[src/rtl/axis_serial_adc_rx.sv]
// Serial ADC front end: strobes a conversion, clocks 24 bits out of the converter
// and presents the sample as a single AXI-Stream beat.
//
//   state   | meaning
//   --------+------------------------------------------------------------
//   IDLE    | waiting for adc_trigger
//   CONVERT | adc_cnv high, conversion counter running down
//   SHIFT   | adc_csn low, adc_sclk running, sdo shifted in on rising edges
//   OUTPUT  | m_axis_tvalid high, tdata held until the handshake
module axis_serial_adc_rx #(
  parameter int AXIS_DATA_WIDTH = 24,
  parameter int CONV_CYCLES     = 16,
  parameter int SCLK_DIV        = 2
) (
  input  logic                       m_axis_aclk,
  input  logic                       m_axis_areset,
  input  logic                       adc_trigger,
  input  logic                       adc_sdo,
  output logic                       adc_cnv,
  output logic                       adc_csn,
  output logic                       adc_sclk,
  output logic [AXIS_DATA_WIDTH-1:0] m_axis_tdata,
  output logic                       m_axis_tvalid,
  input  logic                       m_axis_tready,
  output logic                       overrun
);

  localparam int          SAMPLE_BITS = 24;
  localparam logic [7:0]  LP_CONV     = 8'(CONV_CYCLES);
  localparam logic [3:0]  LP_DIV      = 4'(SCLK_DIV);
  localparam logic [4:0]  LP_BITS     = 5'(SAMPLE_BITS);

  typedef enum logic [1:0] {
    S_IDLE,
    S_CONVERT,
    S_SHIFT,
    S_OUTPUT
  } state_t;

  state_t                     r_state;
  state_t                     w_next_state;

  logic [7:0]                 r_conv_cnt;
  logic [3:0]                 r_div_cnt;
  logic [4:0]                 r_bit_cnt;
  logic [SAMPLE_BITS-1:0]     r_shift;
  logic                       r_cnv;
  logic                       r_csn;
  logic                       r_sclk;
  logic                       r_tvalid;
  logic                       r_overrun;
  logic [AXIS_DATA_WIDTH-1:0] r_tdata;
  logic [AXIS_DATA_WIDTH-1:0] w_sample;

  logic                       w_conv_tc;
  logic                       w_half_tc;
  logic                       w_sclk_rise;
  logic                       w_sclk_fall;
  logic                       w_last_fall;
  logic                       w_handshake;

  assign w_conv_tc   = (r_conv_cnt == 8'd1);
  assign w_half_tc   = (r_state == S_SHIFT) && (r_div_cnt == 4'd1);
  assign w_sclk_rise = w_half_tc && !r_sclk;
  assign w_sclk_fall = w_half_tc && r_sclk;
  assign w_last_fall = w_sclk_fall && (r_bit_cnt == 5'd1);
  assign w_handshake = r_tvalid && m_axis_tready;

  // Map the 24-bit sample onto the stream width
  generate
    if (AXIS_DATA_WIDTH < SAMPLE_BITS) begin : g_trunc
      assign w_sample = r_shift[SAMPLE_BITS-1 -: AXIS_DATA_WIDTH];
    end else if (AXIS_DATA_WIDTH > SAMPLE_BITS) begin : g_sext
      assign w_sample = {{(AXIS_DATA_WIDTH-SAMPLE_BITS){r_shift[SAMPLE_BITS-1]}}, r_shift};
    end else begin : g_pass
      assign w_sample = r_shift;
    end
  endgenerate

  always_ff @(posedge m_axis_aclk or posedge m_axis_areset) begin
    if (m_axis_areset) begin
      r_state <= S_IDLE;
    end else begin
      r_state <= w_next_state;
    end
  end

  always_comb begin
    w_next_state = r_state;
    case (r_state)
      S_IDLE:    if (adc_trigger) w_next_state = S_CONVERT;
      S_CONVERT: if (w_conv_tc)   w_next_state = S_SHIFT;
      S_SHIFT:   if (w_last_fall) w_next_state = S_OUTPUT;
      S_OUTPUT:  if (w_handshake) w_next_state = S_IDLE;
      default:                    w_next_state = S_IDLE;
    endcase
  end

  // Strobes are registered from the next state so they line up with it glitch-free
  always_ff @(posedge m_axis_aclk or posedge m_axis_areset) begin
    if (m_axis_areset) begin
      r_cnv      <= 1'b0;
      r_csn      <= 1'b1;
      r_tvalid   <= 1'b0;
      r_overrun  <= 1'b0;
      r_conv_cnt <= 8'd0;
      r_div_cnt  <= 4'd0;
      r_bit_cnt  <= 5'd0;
      r_sclk     <= 1'b0;
      r_shift    <= '0;
      r_tdata    <= '0;
    end else begin
      r_cnv     <= (w_next_state == S_CONVERT);
      r_csn     <= (w_next_state != S_SHIFT);
      r_tvalid  <= (w_next_state == S_OUTPUT);
      r_overrun <= r_overrun | (adc_trigger && (r_state != S_IDLE));

      case (r_state)
        S_IDLE: begin
          if (adc_trigger) begin
            r_conv_cnt <= LP_CONV;
          end
        end
        S_CONVERT: begin
          if (w_conv_tc) begin
            r_conv_cnt <= 8'd0;
            r_bit_cnt  <= LP_BITS;
            r_div_cnt  <= LP_DIV;
            r_sclk     <= 1'b0;
          end else begin
            r_conv_cnt <= r_conv_cnt - 8'd1;
          end
        end
        S_SHIFT: begin
          if (w_half_tc) begin
            r_div_cnt <= LP_DIV;
            r_sclk    <= ~r_sclk;
          end else begin
            r_div_cnt <= r_div_cnt - 4'd1;
          end
          if (w_sclk_rise) begin
            r_shift <= {r_shift[SAMPLE_BITS-2:0], adc_sdo};
          end
          if (w_sclk_fall) begin
            r_bit_cnt <= r_bit_cnt - 5'd1;
          end
          if (w_last_fall) begin
            r_tdata <= w_sample;
          end
        end
        default: begin
        end
      endcase
    end
  end

  assign adc_cnv       = r_cnv;
  assign adc_csn       = r_csn;
  assign adc_sclk      = r_sclk;
  assign m_axis_tdata  = r_tdata;
  assign m_axis_tvalid = r_tvalid;
  assign overrun       = r_overrun;

endmodule
[config.mk]
export PLATFORM = sky130hd
export DESIGN_NAME = axis_serial_adc_rx
export DESIGN_NICKNAME = d
export VERILOG_FILES = /design/src/rtl/axis_serial_adc_rx.sv
export SDC_FILE = /design/constraint.sdc
export NUM_CORES = 1
export LEC_CHECK = 0
export ABC_AREA = 1
export CORE_UTILIZATION = 50
export CTS_CLUSTER_DIAMETER = 150
export DETAILED_ROUTE_END_ITERATION = 12
export GPL_TIMING_DRIVEN = 1
export PLACE_DENSITY = 0.8
export SLEW_MARGIN = 25
export SYNTH_ARGS = -nofsm -noshare
export SYNTH_HDL_FRONTEND = slang
export SYNTH_SLANG_ARGS = --single-unit
[constraint.sdc]
create_clock -name m_axis_aclk -period 2.3 [get_ports m_axis_aclk]
set_clock_uncertainty 0.2 [all_clocks]
set_input_delay 0.46 -clock m_axis_aclk [delete_from_list [all_inputs] [get_ports m_axis_aclk]]
set_output_delay 0.46 -clock m_axis_aclk [all_outputs]
set_load 0.05 [all_outputs]
; After elaboration in Yosys (flattened, before gate mapping)
; Index checks and enable logic that the tools add are counted.
[word_totals]
regBits = 72
input_bits = 5
output_inout_bits = 29
word_cells = 63
[op_classes]
addsub = 3
n_eq_ne = 13
muxes = 17
bitwise_logic = 2
reduce_logical = 17
[ops]
columns = op, count
row1 = $mux 8, 2
row2 = $pmux 8 s2, 1
row3 = $mux 5, 2
row4 = $ne 2x2->1 const B, 5
row5 = $pmux 5 s2, 1
row6 = $eq 8x1->1 const B, 1
row7 = $mux 2, 4
row8 = $mux 4, 2
row9 = $pmux 2 s4, 1
row10 = $pmux 4 s2, 1
row11 = $reduce_and 2->1, 4
row12 = $sub 8x1->8 const B, 1
row13 = $eq 2x2->1 const B, 3
row14 = $logic_and 1x1->1, 6
row15 = $reduce_and 3->1, 2
row16 = $reduce_bool 2->1, 3
row17 = $eq 5x1->1 const B, 1
row18 = $sub 5x1->5 const B, 1
row19 = $eq 2x1->1 const B, 2
row20 = $eq 4x1->1 const B, 1
row21 = $sub 4x1->4 const B, 1
row22 = $logic_not 2->1, 1
row23 = $mux 1, 2
row24 = $pmux 1 s2, 1
row25 = 3 further kinds, 3

; Longest topological paths before layout
; Gate-level depths: netlist of run 1.
[depth]
word_depth = 7
ltp_mapped = 9
ltp_nobuf = 9

; Worst setup path after synthesis of run 1
; No wires, ideal clock.
[synth_timing]
path_type = register to register
start = register r_sclk, in the netlist adc_sclk
end = register r_tdata[0], in the netlist m_axis_tdata[0]
setup_time_ns = 0.130
t_arrival_ns = 1.366
t_required_ns = 1.970
setup_slack_ns = 0.604
stages_incl_launch_ff = 8
path_buffers = 2
period_less_slack_ns = 1.696
path_cell_list = dfrtp_1 -> nand4_4 -> nor2_4 -> inv_2 -> buf_6 -> buf_6 -> nand2_1 -> o21ai_1
[synth_via]
elab_chain_len = 3
[synth_lines]
columns = item, line_no
row1 = start: declaration, 49  ; logic r_sclk;
row2 = start signal: assignment, 137  ; r_sclk <= ~r_sclk;
row3 = $logic_and 1x1->1, 65  ; assign w_sclk_fall = w_half_tc && r_sclk;
row4 = $logic_and 1x1->1, 66  ; assign w_last_fall = w_sclk_fall && (r_bit_cnt == 5'd1);
row5 = $reduce_and 2->1 (no line), -
row6 = end signal: assignment, 148  ; r_tdata <= w_sample;
row7 = end: declaration, 52  ; logic [AXIS_DATA_WIDTH-1:0] r_tdata;
; No other way between the ends.
; A chain may end at the register's enable or synchronous reset.

; Worst setup path in the final report of run 1
[layout_timing]
start = register r_sclk, in the netlist adc_sclk
end = output adc_sclk
[layout_lines]
columns = item, line_no
row1 = end: declaration, 21  ; output logic adc_sclk,
; No word-level cell between the ends.

==> results of run 1 <==
area by class of cell:
type | instances | share of cell area [%]
Clock buffer | 10 | 3.664
Clock inverter | 6 | 3.464
Inverter | 46 | 4.697
Multi-Input combinational cell | 204 | 28.21
Sequential cell | 72 | 48.00
Tap cell | 75 | 2.498
Timing Repair Buffer | 35 | 9.460
kinds of logic after synthesis:
group	count (synthesis)	share of synthesized area, %
flops	72	57.94
fa+ha+maj	6	2.412
simple gates	126	17.09
compound gates	65	12.59
xor+xnor	7	1.970
buf+inv	56	8.001
flip-flops by register name, indices dropped and copies added, names as in the netlist:
register	flops
adc_cnv	1
adc_csn	1
adc_sclk	1
m_axis_tdata	24
m_axis_tvalid	1
overrun	1
r_bit_cnt	5
r_conv_cnt	8
r_div_cnt	4
r_shift	24
r_state	2
power by group:
part / total (mW) / switching [mW] / internal (mW)
Clock: 1.30 / 0.440 / 0.856
Sequential: 1.64 / 0.174 / 1.46
Combinational: 1.03 / 0.656 / 0.379
Total: 3.97 / 1.27 / 2.70
worst min path at each step:
stage,startpoint,endpoint,depth (start not counted)
5_1_grt,m_axis_tdata[5],m_axis_tdata[5],2
4_1_cts,m_axis_tdata[10],m_axis_tdata[10],2
6_report,m_axis_tdata[23],m_axis_tdata[23],2
3_3_place_gp,overrun,overrun,1
3_5_place_dp,m_axis_tdata[5],m_axis_tdata[5],2
2_1_floorplan,r_bit_cnt[4],r_bit_cnt[4],2
metrics by stage:
step	cell area (um^2)	util [%]	hold WS, ns	total power, mW
detailed placement	3488	58.57	0.2677	2.690
global placement	3488	58.57	0.2613	2.649
finish	3756	63.07	0.2822	3.968
global route	3756	63.07	0.3093	4.226
CTS	3756	63.07	0.2860	4.006
floorplan	3115	-	0.2490	2.445
cell usage in the layout (no fill, tap or decap), types with 6 or more instances in the layout:
| cell | instances |
|---|---|
| nand2_1 | 82 |
| dfrtp_1 | 71 |
| o21ai_2 | 14 |
| nand3_1 | 9 |
| nor2_1 | 27 |
| inv_1 | 43 |
| o21ai_0 | 28 |
| o21ai_1 | 12 |
| clkdlybuf4s50_1 | 32 |
| clkbuf_8 | 10 |
| ha_1 | 6 |
routing by layer:
| layer | part of all wire [%] | GRT usage [%] | routed length, um | up-vias |
|---|---|---|---|---|
| met5 | 0 | 0 | 0 | - |
| met2 | 46 | 28.99 | 2410 | 32 |
| met4 | 1.4 | 8.571 | 73 | 0 |
| met1 | 50 | 25.78 | 2599 | 997 |
| li1 | - | - | - | 1110 |
| met3 | 3.0 | 4.382 | 157 | 7 |
==> metrics.yaml, run 1 <==
final-hold-violation-count: 0
power.density_nw_per_um2: 1057
rr_endpoint: "m_axis_tdata[9]"
hpwl_um: 3454
ys_seq_area_share_pct: 57.94
r2r-start: "r_div_cnt[1]"
critPathTopFamily: "buffers and inverters"
die_x_um: 80.89
maxCapViolCount: 0
regArea_um2: 1803
ctsHtreeMaxLevel: 3
drv_slew: 0
ys_top_cells_by_area: "dfrtp_1 (57%), nand2_1 (9.9%), inv_1 (5.3%), o21ai_0 (4.5%), o21ai_2 (3.9%)"
layoutNonFillerInstCount: 448
path_depth: 1
multi_input_area_um2: 1060
nFillCells: 499
tightest_slew_ns: 0.8488
grt_max_degree: 73
synth_cell_type_count: 28
rr_worst_depth: 7
postSynthAreaPerCell_um2: 9.373
max_stage_delay_ns: 0.83
ir_worst_vdd_uv: 607.6
yosys_register_bits: 72
end_kind: "output pin"
place_inst: 432
start_util_pct: 52.25
grt_pass1_vias: 2051
cp_max_fo: 4
yosysWarnings: 0
clock_latency_ns: 0.33
endpoint: "adc_sclk"
slew-limit-headroom_pct: 43.33
post-route-period-util_pct: 97.52
hold_path.class: "flop to flop"
avgViaCountPerCell: 4.790
design.core.area_um2: 5956
clk_pin_slew_worst_paths_ns: 0.07
clock-sinks: 72
num_rows: 28
yosys-top-cells-count: "nand2_1 (82), dfrtp_1 (71), inv_1 (44)"
grt-ovfl-total: 0
start_kind: "flop"
cp_slowest_cell: "clkdlybuf4s50_1"
drtAntennaViolNets: 0
synth_cells: 332
critPathKind: "flop to output pin"
setup_slack_ns: 0.05697
vias: 2146
syn_nets: 343
fp.dieArea_um2: 6543
clock.fmax_mhz: 445.8
antenna-diode-count: 0
fp.dieH_um: 80.89
p_leak_nw: 1.726
antenna_found_initial: 0
cp-startpoint: "adc_sclk"
grt_usage_pct: 18.97
worstPathArrival_ns: 1.58
drt_pass1_iterations: 4
cts-hold-fix-buffers: 0
synthFlopType: "dfrtp_1"
path_cells: "clkdlybuf4s50_1"
path_buf_inv: 1
dp_slack_ns: 0.1518
drive_gt1_share_pct: 11.26
cts_tree: "built"
rsz0062_at_grt: "no"
routedWlPerCell_um: 11.70
synth_area_um2: 3112
synth-async-reset-ratio_pct: 100.0
gp_congestion: 0.8476
tns_ns: 0
io_buffer_count: 33
yosysTopAreaCellShare_pct: 57.10
clockBufferDepth: 2
drt_iter0_drc: 72
period_minus_slack_ns: 2.243
cts_setup_buffers: 0
synth-edff-count: 0
drt_wl_total_um: 5241
status: "completed"
area_growth_pct: 20.71
grt_pass1_wl_um: 9294
drc: 0
yosysMostFrequentCell: "nand2_1"
cts_root_buffer: "clkbuf_8"
ctsResizeCount: 0
ioPinCount: 34
reg2reg_setup_slack_ns: 0.30
crit_required_ns: 1.64
cts_buffers: 9
yosysTopAreaCell: "dfrtp_1"
setup_viol: 0
finalNetCount: 379
Power figures use the tool's default switching activity.
==> run 2: changes to the inputs <==
- SKIP_CTS_REPAIR_TIMING: default -> 1
==> results of run 2 <==
No change in the layout: final DEF, timing and power equal those of run 1.
==> run 3: changes to the inputs <==
--- a/config.mk
+++ b/config.mk
@@ -13,5 +13,5 @@
 export PLACE_DENSITY = 0.8
 export SKIP_CTS_REPAIR_TIMING = 1
-export SLEW_MARGIN = 25
+export SLEW_MARGIN = 15
 export SYNTH_ARGS = -nofsm -noshare
 export SYNTH_HDL_FRONTEND = slang
==> constraint.sdc (replaced) <==
create_clock -name m_axis_aclk -period 2.3 [get_ports m_axis_aclk]
set_clock_uncertainty 0.2 [all_clocks]
set_input_delay 0.23 -clock m_axis_aclk [delete_from_list [all_inputs] [get_ports m_axis_aclk]]
set_output_delay 0.23 -clock m_axis_aclk [all_outputs]
set_load 0.05 [all_outputs]
==> run 3 against run 2 <==
  * Fmax rose by 8.5%
  * First-iteration DRC count rose by 72%
  * Clock-buffer cell count did not move
  * Setup slack better by 0.18 ns
  * Critical path type unchanged
  * Highest routed layer unchanged
==> metrics.yaml, run 3 (synthesized netlist as in run 1, its figures left out) <==
period_minus_slack_ns: 2.068  # -0.1755 ns
post-route-period-util_pct: 89.89  # -7.6 points
gp_congestion: 0.7828  # -7.6%
max_stage_delay_ns: 0.79  # -0.04 ns
design.core.area_um2: 5956  # unchanged
met3_usage_pct: 3.708  # -0.67 points
cp-startpoint: "adc_csn"
vias: 2155  # +0.42%
worstPathArrival_ns: 1.64  # +0.06 ns
slew-limit-headroom_pct: 44.16  # +0.82 points
maxCapViolCount: 0  # unchanged
drv_slew: 0  # unchanged
reg2reg_setup_slack_ns: 0.35  # +0.05 ns
rsz0062_at_grt: "no"
busiest_layer: "met2"
avgViaCountPerCell: 4.789  # about the same
num_rows: 28  # unchanged
rr_worst_depth: 7  # unchanged
clk_pin_slew_worst_paths_ns: 0.08  # about the same
ctsHtreeMaxLevel: 3  # unchanged
final_common_cell: "nand2_1"
cts_root_buffer: "clkbuf_8"
drt_pass1_iterations: 5  # +1
final_cell_mix: "nand2_1 (82), dfrtp_1 (71), inv_1 (43)"
critPathTopFamily: "buffers and inverters"
grt-ovfl-total: 0  # unchanged
tns_ns: 0  # unchanged
final-hold-violation-count: 0  # unchanged
ioPinCount: 34  # unchanged
tightest_slew_ns: 0.8364  # -0.01233 ns
start_util_pct: 52.25  # unchanged
met2_usage_pct: 30.25  # +1.3 points
rr_endpoint: "m_axis_tdata[5]"
critPathKind: "flop to output pin"
met1_usage_pct: 24.40  # -1.4 points
clock_latency_ns: 0.33  # about the same
setup_slack_ns: 0.2325  # +0.1755 ns
io_buffer_count: 33  # unchanged
drive_gt1_share_pct: 11.20  # -0.060 points
grt_pass1_vias: 2098  # +2.3%
hpwl_um: 3699  # +7.1%
crit_required_ns: 1.87  # +0.23 ns
grt_usage_pct: 18.74  # -0.23 points
cts_tree: "built"
antenna_found_initial: 0  # unchanged
fp.dieArea_um2: 6543  # unchanged
clockBufferDepth: 2  # unchanged
grt_pass1_wl_um: 9259  # -0.38%
area_growth_pct: 20.10
start_kind: "flop"
cts_buffers: 9  # unchanged
setup_viol: 0  # unchanged
cp_slowest_cell: "clkdlybuf4s50_1"
hold-worst-slack_ns: 0.03385  # -0.2483 ns
clock-sinks: 72  # unchanged
drt_wl_total_um: 5394  # +2.9%
drtAntennaViolNets: 0  # unchanged
end_kind: "output pin"
clock.fmax_mhz: 483.7  # +8.5%
die_x_um: 80.89  # unchanged
path_buf_inv: 1  # unchanged
ir_worst_vdd_uv: 500.1  # -18%
hold_path.class: "primary input to asynchronous set/reset pin"
antenna-diode-count: 0  # unchanged
power.density_nw_per_um2: 1027  # -2.8%
r2r-start: "r_div_cnt[1]"
nFillCells: 518  # +3.8%
p_leak_nw: 1.720  # -0.40%
fp.dieH_um: 80.89  # unchanged
routedWlPerCell_um: 11.99  # +2.5%
finalNetCount: 381  # +0.53%
status: "completed"
drc: 0  # unchanged
drt_iter0_drc: 124  # +72%
path_cells: "clkdlybuf4s50_1"
cp_max_fo: 1  # -3
grt_max_degree: 48  # -34%
dp_slack_ns: 0.3093  # +0.1575 ns
run 3: changes by cell type in the layout (fill, tap and decap cells not counted), sizes merged:
cell | previous run | this run
buf | 3 | 4
bufinv | 4 | 3
clkdlybuf4s50 | 32 | 33
inv | 45 | 46
run 3: power breakdown:
| group | internal, mW | total [mW] | switching (mW) | leakage (nW) |
|---|---|---|---|---|
| Sequential | 1.46 | 1.63 | 0.167 | 0.967 |
| Clock | 0.717 | 1.17 | 0.457 | 0.116 |
| Combinational | 0.380 | 1.03 | 0.654 | 0.637 |
run 3: how the worst max path moves through the flow:
stage,to,slack (ns),depth (start not counted)
floorplan,adc_cnv,0.05,1
global placement,r_conv_cnt[6],0.30,6
detailed placement,r_conv_cnt[6],0.31,6
CTS,adc_csn,0.20,1
global route,m_axis_tdata[0],0.16,7
finish,adc_csn,0.23,1
run 3: metal layers:
metal	share of wire [%]	routed length [um]	vias up
li1	-	-	1114
met4	0.48	26	0
met3	3.3	177	4
met5	0	0	-
met2	49	2639	37
met1	47	2551	1000
run 3: area by class of cell:
cell class | count | area, um^2 | area share (%)
multi-input cells | 204 | 1060 | 28.36
inverters | 46 | 172.7 | 4.620
flip-flops and latches | 72 | 1803 | 48.24
clock buffers | 10 | 127.6 | 3.415
repair buffers | 37 | 372.9 | 9.977
clock inverters | 6 | 107.6 | 2.879
well taps | 75 | 93.84 | 2.511
run 3: through the flow:
step / power, mW / area (um^2) / instances / util (%)
after detailed placement: 2.693 / 3502 / 434 / 58.80
after global routing: 4.107 / 3737 / 450 / 62.75
final: 3.838 / 3737 / 450 / 62.75
after CTS: 3.877 / 3737 / 450 / 62.75
after floorplan: 2.445 / 3112 / 332 / -
after global placement: 2.650 / 3502 / 434 / 58.80
